### src/rtl/display_scan_ctrl.sv
// display_scan_ctrl: double-dabble binary-to-BCD converter feeding a 4-digit multiplexed common-anode scanner
module display_scan_ctrl #(
  parameter int DATA_WIDTH  = 8,
  parameter int REFRESH_DIV = 100000
) (
  input  logic                  i_clk,
  input  logic                  i_reset,
  input  logic [DATA_WIDTH-1:0] i_value,
  input  logic                  i_load,
  output logic                  o_busy,
  output logic                  o_conv_done,
  output logic [3:0]            o_bcd,
  output logic                  o_digit_en,
  output logic [3:0]            o_an,
  output logic [1:0]            o_digit_sel
);
  localparam int CW = $clog2(DATA_WIDTH + 1);
  localparam int PW = $clog2(REFRESH_DIV);
  typedef enum logic {IDLE, CONV} state_t;
  state_t                state_q, state_d;
  logic [DATA_WIDTH-1:0] shift_q, shift_d;
  logic [15:0]           scratch_q, scratch_d, adj;
  logic [15:0]           disp_q, disp_d;
  logic [CW-1:0]         cnt_q, cnt_d;
  logic                  done_q, done_d;
  logic [PW-1:0]         presc_q;
  logic [1:0]            idx_q;
  logic [3:0]            nz;
  logic                  last;
  assign last = cnt_q == CW'(1);
  for (genvar g = 0; g < 4; g++) begin : g_nib
    assign adj[4*g +: 4] = scratch_q[4*g +: 4] >= 4'd5 ? scratch_q[4*g +: 4] + 4'd3 : scratch_q[4*g +: 4];
    assign nz[g]         = |disp_q[4*g +: 4];
  end
  always_ff @(posedge i_clk) begin
    if (i_reset) state_q <= IDLE;
    else         state_q <= state_d;
  end
  always_comb begin
    state_d = state_q == IDLE ? (i_load ? CONV : IDLE) : (last ? IDLE : CONV);
  end
  always_comb begin
    o_busy = state_q == CONV;
    done_d = state_q == CONV && last;
  end
  always_comb begin
    shift_d   = shift_q;
    scratch_d = scratch_q;
    cnt_d     = cnt_q;
    disp_d    = disp_q;
    if (state_q == IDLE && i_load) begin
      shift_d   = i_value;
      scratch_d = '0;
      cnt_d     = CW'(DATA_WIDTH);
    end else if (state_q == CONV) begin
      {scratch_d, shift_d} = {adj, shift_q} << 1;
      cnt_d                = cnt_q - CW'(1);
      // the final shift lands directly in the display, skipping a copy cycle
      if (last) disp_d = scratch_d;
    end
  end
  always_ff @(posedge i_clk) begin
    if (i_reset) begin
      shift_q   <= '0;
      scratch_q <= '0;
      cnt_q     <= '0;
      disp_q    <= '0;
      done_q    <= 1'b0;
    end else begin
      shift_q   <= shift_d;
      scratch_q <= scratch_d;
      cnt_q     <= cnt_d;
      disp_q    <= disp_d;
      done_q    <= done_d;
    end
  end
  always_ff @(posedge i_clk) begin
    if (i_reset) begin
      presc_q <= '0;
      idx_q   <= '0;
    end else if (presc_q == PW'(REFRESH_DIV - 1)) begin
      presc_q <= '0;
      idx_q   <= idx_q + 2'd1;
    end else begin
      presc_q <= presc_q + PW'(1);
    end
  end
  always_comb begin
    o_conv_done = done_q;
    o_digit_sel = idx_q;
    o_an        = ~(4'b0001 << idx_q);
    o_bcd       = disp_q[{idx_q, 2'b00} +: 4];
    o_digit_en  = (idx_q == 2'd0) | (|(nz >> idx_q));
  end
endmodule

### config.mk
export PLATFORM = sky130hd
export DESIGN_NAME = display_scan_ctrl
export DESIGN_NICKNAME = d
export VERILOG_FILES = /design/src/rtl/display_scan_ctrl.sv
export SDC_FILE = /design/constraint.sdc
export NUM_CORES = 1
export LEC_CHECK = 0
export CAP_MARGIN = 0
export CORE_MARGIN = 3
export CORE_UTILIZATION = 55
export DETAILED_ROUTE_END_ITERATION = 10
export PLACE_DENSITY = 0.76
export SYNTH_ARGS = -nofsm -noshare
export SYNTH_HDL_FRONTEND = slang
export SYNTH_SLANG_ARGS = --single-unit
export TNS_END_PERCENT = 10
### constraint.sdc
create_clock -name i_clk -period 2.4 [get_ports i_clk]
set_input_delay 0.6 -clock i_clk [delete_from_list [all_inputs] [get_ports i_clk]]
set_output_delay 0.6 -clock i_clk [all_outputs]
set_load 0.05 [all_outputs]
Word level (Yosys, flattened, before mapping)
Index checks and enable logic that the tools add are counted.

operators by class
  bitwise operators = 4
  $lt $le $gt $ge = 4
  $add $sub $neg = 7
  reduce and logical (&&, ||, !) cells = 12
  shift-type cells = 3
  equality and inequality tests = 2
  muxes and demuxes = 11

operators with widths
  kind                                                  count
  two-way mux 4 bit                                     5
  OR reduction 4 bit                                    5
  adder 17 x 1 -> 17 bit (second input constant)        1
  equality test 17 bit (second input constant)          1
  >= comparator 4 x 3 -> 1 bit (second input constant)  4
  two-way mux 8 bit                                     2
  variable part select 16 x 5 -> 4 bit                  1
  adder 4 x 2 -> 4 bit (second input constant)          3
  equality test 4 x 1 -> 1 bit (second input constant)  1
  inverter 4 bit                                        1
  OR reduction 2 bit                                    2
  << shifter 1 x 2 -> 4 bit (first input constant)      1
  >> shifter 4 x 2 -> 4 bit                             1
  subtractor 4 x 1 -> 4 bit (second input constant)     1
  adder 3 x 2 -> 3 bit (second input constant)          1
  two-way mux 1 bit                                     3
  two-way mux 3 bit                                     1
  AND reduction 3 bit                                   1
  adder 2 x 1 -> 2 bit (second input constant)          1
  logical AND 1 bit                                     2
  zero test 2 bit                                       1
  inverter 1 bit                                        2
  nonzero test 2 bit                                    1
  OR 1 bit                                              1

word-level totals
  flip-flop bits (word level) = 65
  output and inout port bits = 13
  input bits = 11

Depth between registers and ports, before layout
  depth after elaboration = 4
  mapped depth = 6
  depth with buffers taken out = 6

Worst setup path after synthesis
Ideal clock, no wire load.

  path kind = reg2out
  from = reg idx_q[0] (netlist: o_digit_sel[0])
  to = out o_digit_en
  buffers on the path = 1
  slack = -526 ps
  data arrival time = 2,326 ps
  data required time = 1,800 ps
  cell stages (with the launch flop) = 6
  cells stage by stage = dfxtp_1 > buf_2 > inv_1 > ha_1 > or4_1 > or4_1

on the way
  word-level cells in the longest chain between the ends = 3

RTL lines
  what                       RTL line  RTL
  start, declared            27        logic [1:0] idx_q;
  start signal, assigned     83        idx_q <= idx_q + 2'd1;
  >> shifter 4 x 2 -> 4 bit  93        o_digit_en = (idx_q == 2'd0) | (|(nz >> idx_q));
  OR reduction 4 bit         93
  OR 1 bit *                 93
  end, declared              13        output logic o_digit_en,

Every way passes the cells marked *; elsewhere a longest branch is shown, timed or not.

Worst setup path after layout
Same ends and word-level chain as after synthesis.

==> metrics <==
mean number of vias per cell between 5 and 6; Static Leak 1.31 nW; number of endpoints with negative hold slack in the final report 0; die outline area ~0.0066 mm²; number of antenna violations at the first check in global routing 0; half-perimeter wire length after placement 4.53 mm; startpoint type of the worst setup path flip-flop; layout cell share with drive strength beyond 1 14.4%; TritonCTS Sinks 65; wire length of the first global-routing pass 11.0 mm; mean post-synth cell area between 8 and 9 µm²; synth warn 0; final cycle utilization of the critical path 103%; detailed-routing iteration count for the pre-antenna-repair pass 4; # port buffers 23; effective utilization at floorplan between 50% and 60%; Final GP Congestion just under 0.9; max-slew violations 0; pwr dens 632 mW/mm²; antenna violation net count after detailed routing 0; data arrival time of the critical path between 1.5 and 2 ns; CTS HTree Levels 3; final critical delay including setup and external delays 2.48 ns; violated checks negative setup slack; clock network latency to the later pin of the worst-skew pair 0.34 ns; Post-Syn Area around 0.0031 mm²; Fillers 437; worst setup path class flip-flop to output pin; TritonCTS clock tree built; layout-stage area growth over the synthesis result 19.1%; Crit path required time 1.80 ns; Antenna Cells 0; type of destination of the critical path output pin; 1st-iter DRT viols about 140; outcome finished, violations left; hold_ws 0.448 ns; gr usage total around 22%; unique cell type count in the Yosys netlist 33; boundary pin count 24; Hold Path Class flip-flop to flip-flop; buffer count from post-CTS setup fixing 0; area of all sequential standard cells between 0.001 and 0.0015 mm²; max-cap violations 0; area inside the core boundary 0.00527 mm²; Net count, final a little over 400; net count after synthesis 379; drt total wl ~6.5 mm; actual slew at the worst max-slew pin approximately 0.5 ns; Overflow after GRT 0; number of buffers created by CTS 9; number of standard-cell rows in the floorplan 26; worst path setup slack after routing -0.0789 ns; area share of the largest cell type after synthesis between 40% and 50%; dominant cells by area after synthesis dfxtp_1 (42%), nor2_1 (6.6%), ha_1 (6.1%); footprint of the multi-input gates approximately 0.0017 mm²; synthesis-stage register bit count 65; Setup Viol. Count Final 1; total negative slack for setup checks -0.0789 ns; cell type with the largest total area after synthesis dfxtp_1; root buffer cell clkbuf_8; final routed DRC violation total 0; horizontal extent of the die slightly above 80 µm; Die Height slightly above 80 µm; worst max-slew margin expressed relative to the limit 66.7%; register-to-register setup slack about 0.45 ns; maximum resistive drop on vdd ~0.00056 V; sequential fraction of the synthesis area around 42%; worst clock skew ~0.012 ns; post-DR wirelength/cell 14.3 µm; setup repair after global routing missed its margin true; number of global-route vias before repair around 2400; Highest Clock Rate a little over 0.4 GHz; via count 2495; critical-path maximum fanout 2; instance count of the mapped netlist between 300 and 400; Clock Pin Slew Worst Setup and Hold Paths 0.08 ns; maximum number of pins on one net before global-route repair 38; Longest Clk Path Bufs 2
-- final timing paths --
path / endpoint / from / cells after the start
worst max-delay path: o_digit_en / o_digit_sel[0] / 5
worst min-delay path: presc_q[0] / presc_q[0] / 1
worst max register to register: presc_q[3] / presc_q[8] / 4
worst min register to register: presc_q[0] / presc_q[0] / 1
-- layout by cell type, fill, tap and decap left out, drive strengths merged --
cell type / n
nor3b: 3
ha: 15
or4: 5
nor3: 7
o22ai: 16
xor2: 4
inv: 22
nor2: 54
a21oi: 22
nand3: 10
a211oi: 8
nor4b: 1
o21ai: 9
clkinv: 4
bufinv: 1
clkbuf: 11
a311oi: 4
o21bai: 1
buf: 18
nand2: 23
mux4: 4
nor4: 7
a21o: 1
or3: 2
o41ai: 1
mux2i: 10
xnor2: 18
mux2: 4
and3: 1
nand2b: 14
nand4: 5
dfxtp: 65
clkdlybuf4s50: 13
-- cell families after synthesis --
group                      share of synthesized area [%]
and+or+nand+nor                                     20.6
DFF                                                 42.1
AOI/OAI and AO/OA                                   12.5
buffers and inverters                               4.97
xor gates and xnor gates                            6.23
muxes                                               7.60
adders and majority gates                           6.07
-- timing repair --
action | CTS | global route
gates resized for setup | 7 | 2
setup endpoints to repair | 1 | 1
hold buffers | 0 | 0
pin swaps | 2 | 2
-- sequential cells by signal (all words and copies together) (netlist names) --
name,cells
presc_q,17
disp_q,16
scratch_q,16
shift_q,8
cnt_q,4
o_digit_sel,2
o_busy,1
o_conv_done,1
-- stage by stage --
stage	total power [mW]	cell area [µm²]	setup slack (ns)	utilization, %	std cells
6_report	2.33	3680	-0.0789	69.9	453
3_5_place_dp	1.35	3420	0.122	65.0	437
5_1_grt	2.43	3680	-0.120	69.9	453
2_1_floorplan	1.29	3110	-0.0385	-	353
3_3_place_gp	1.35	3420	0.128	65.0	437
4_1_cts	2.36	3680	-0.0886	69.8	453
-- worst max-delay path, stage by stage, from the launching register on --
cell and delay, ns:
dfxtp_4 0.36, inv_4 0.04, ha_4 0.15, or4_1 0.38, or4_4 0.44, buf_8 0.17
-- cells in the mapped netlist --
master	count
o21bai_4	1
or4_4	2
xnor2_1	18
nor4_1	7
mux2i_1	10
or4_1	3
dfxtp_1	65
buf_2	3
mux4_2	4
nor3b_1	3
o21ai_0	9
mux2_2	4
buf_4	1
nor2_1	54
nand4_1	5
and3_1	1
buf_1	3
a211oi_1	8
nor4b_2	1
a311oi_1	4
a21o_1	1
or3_1	2
nand2_1	23
a21oi_1	22
nor3_1	7
o22ai_1	16
ha_1	15
nand3_1	10
inv_1	22
xor2_1	4
nand2b_1	14
o41ai_1	1
clkbuf_1	10
-- where the power goes --
group | total [mW] | leakage, nW | internal [mW] | switching, mW
combinational | 0.198 | 0.668 | 0.0899 | 0.108
clock | 1.00 | 0.115 | 0.574 | 0.426
sequential | 1.13 | 0.529 | 1.10 | 0.0253
-- per-layer routing --
layer  track usage (%)  wire [µm]
met1              27.7       3030
met2              36.0       3100
met3              5.76        268
met4              6.08         57
met5                 0          0
-- final cells by class --
type | count | share of cell area [%]
clock inverter | 5 | 1.66
clock buffer | 11 | 4.41
sequential | 65 | 35.6
multi-input combinational | 249 | 45.5
tap | 70 | 2.38
inverter | 22 | 2.38
timing repair buffer | 31 | 8.08
Note: power is estimated with default switching activity, not from simulation.
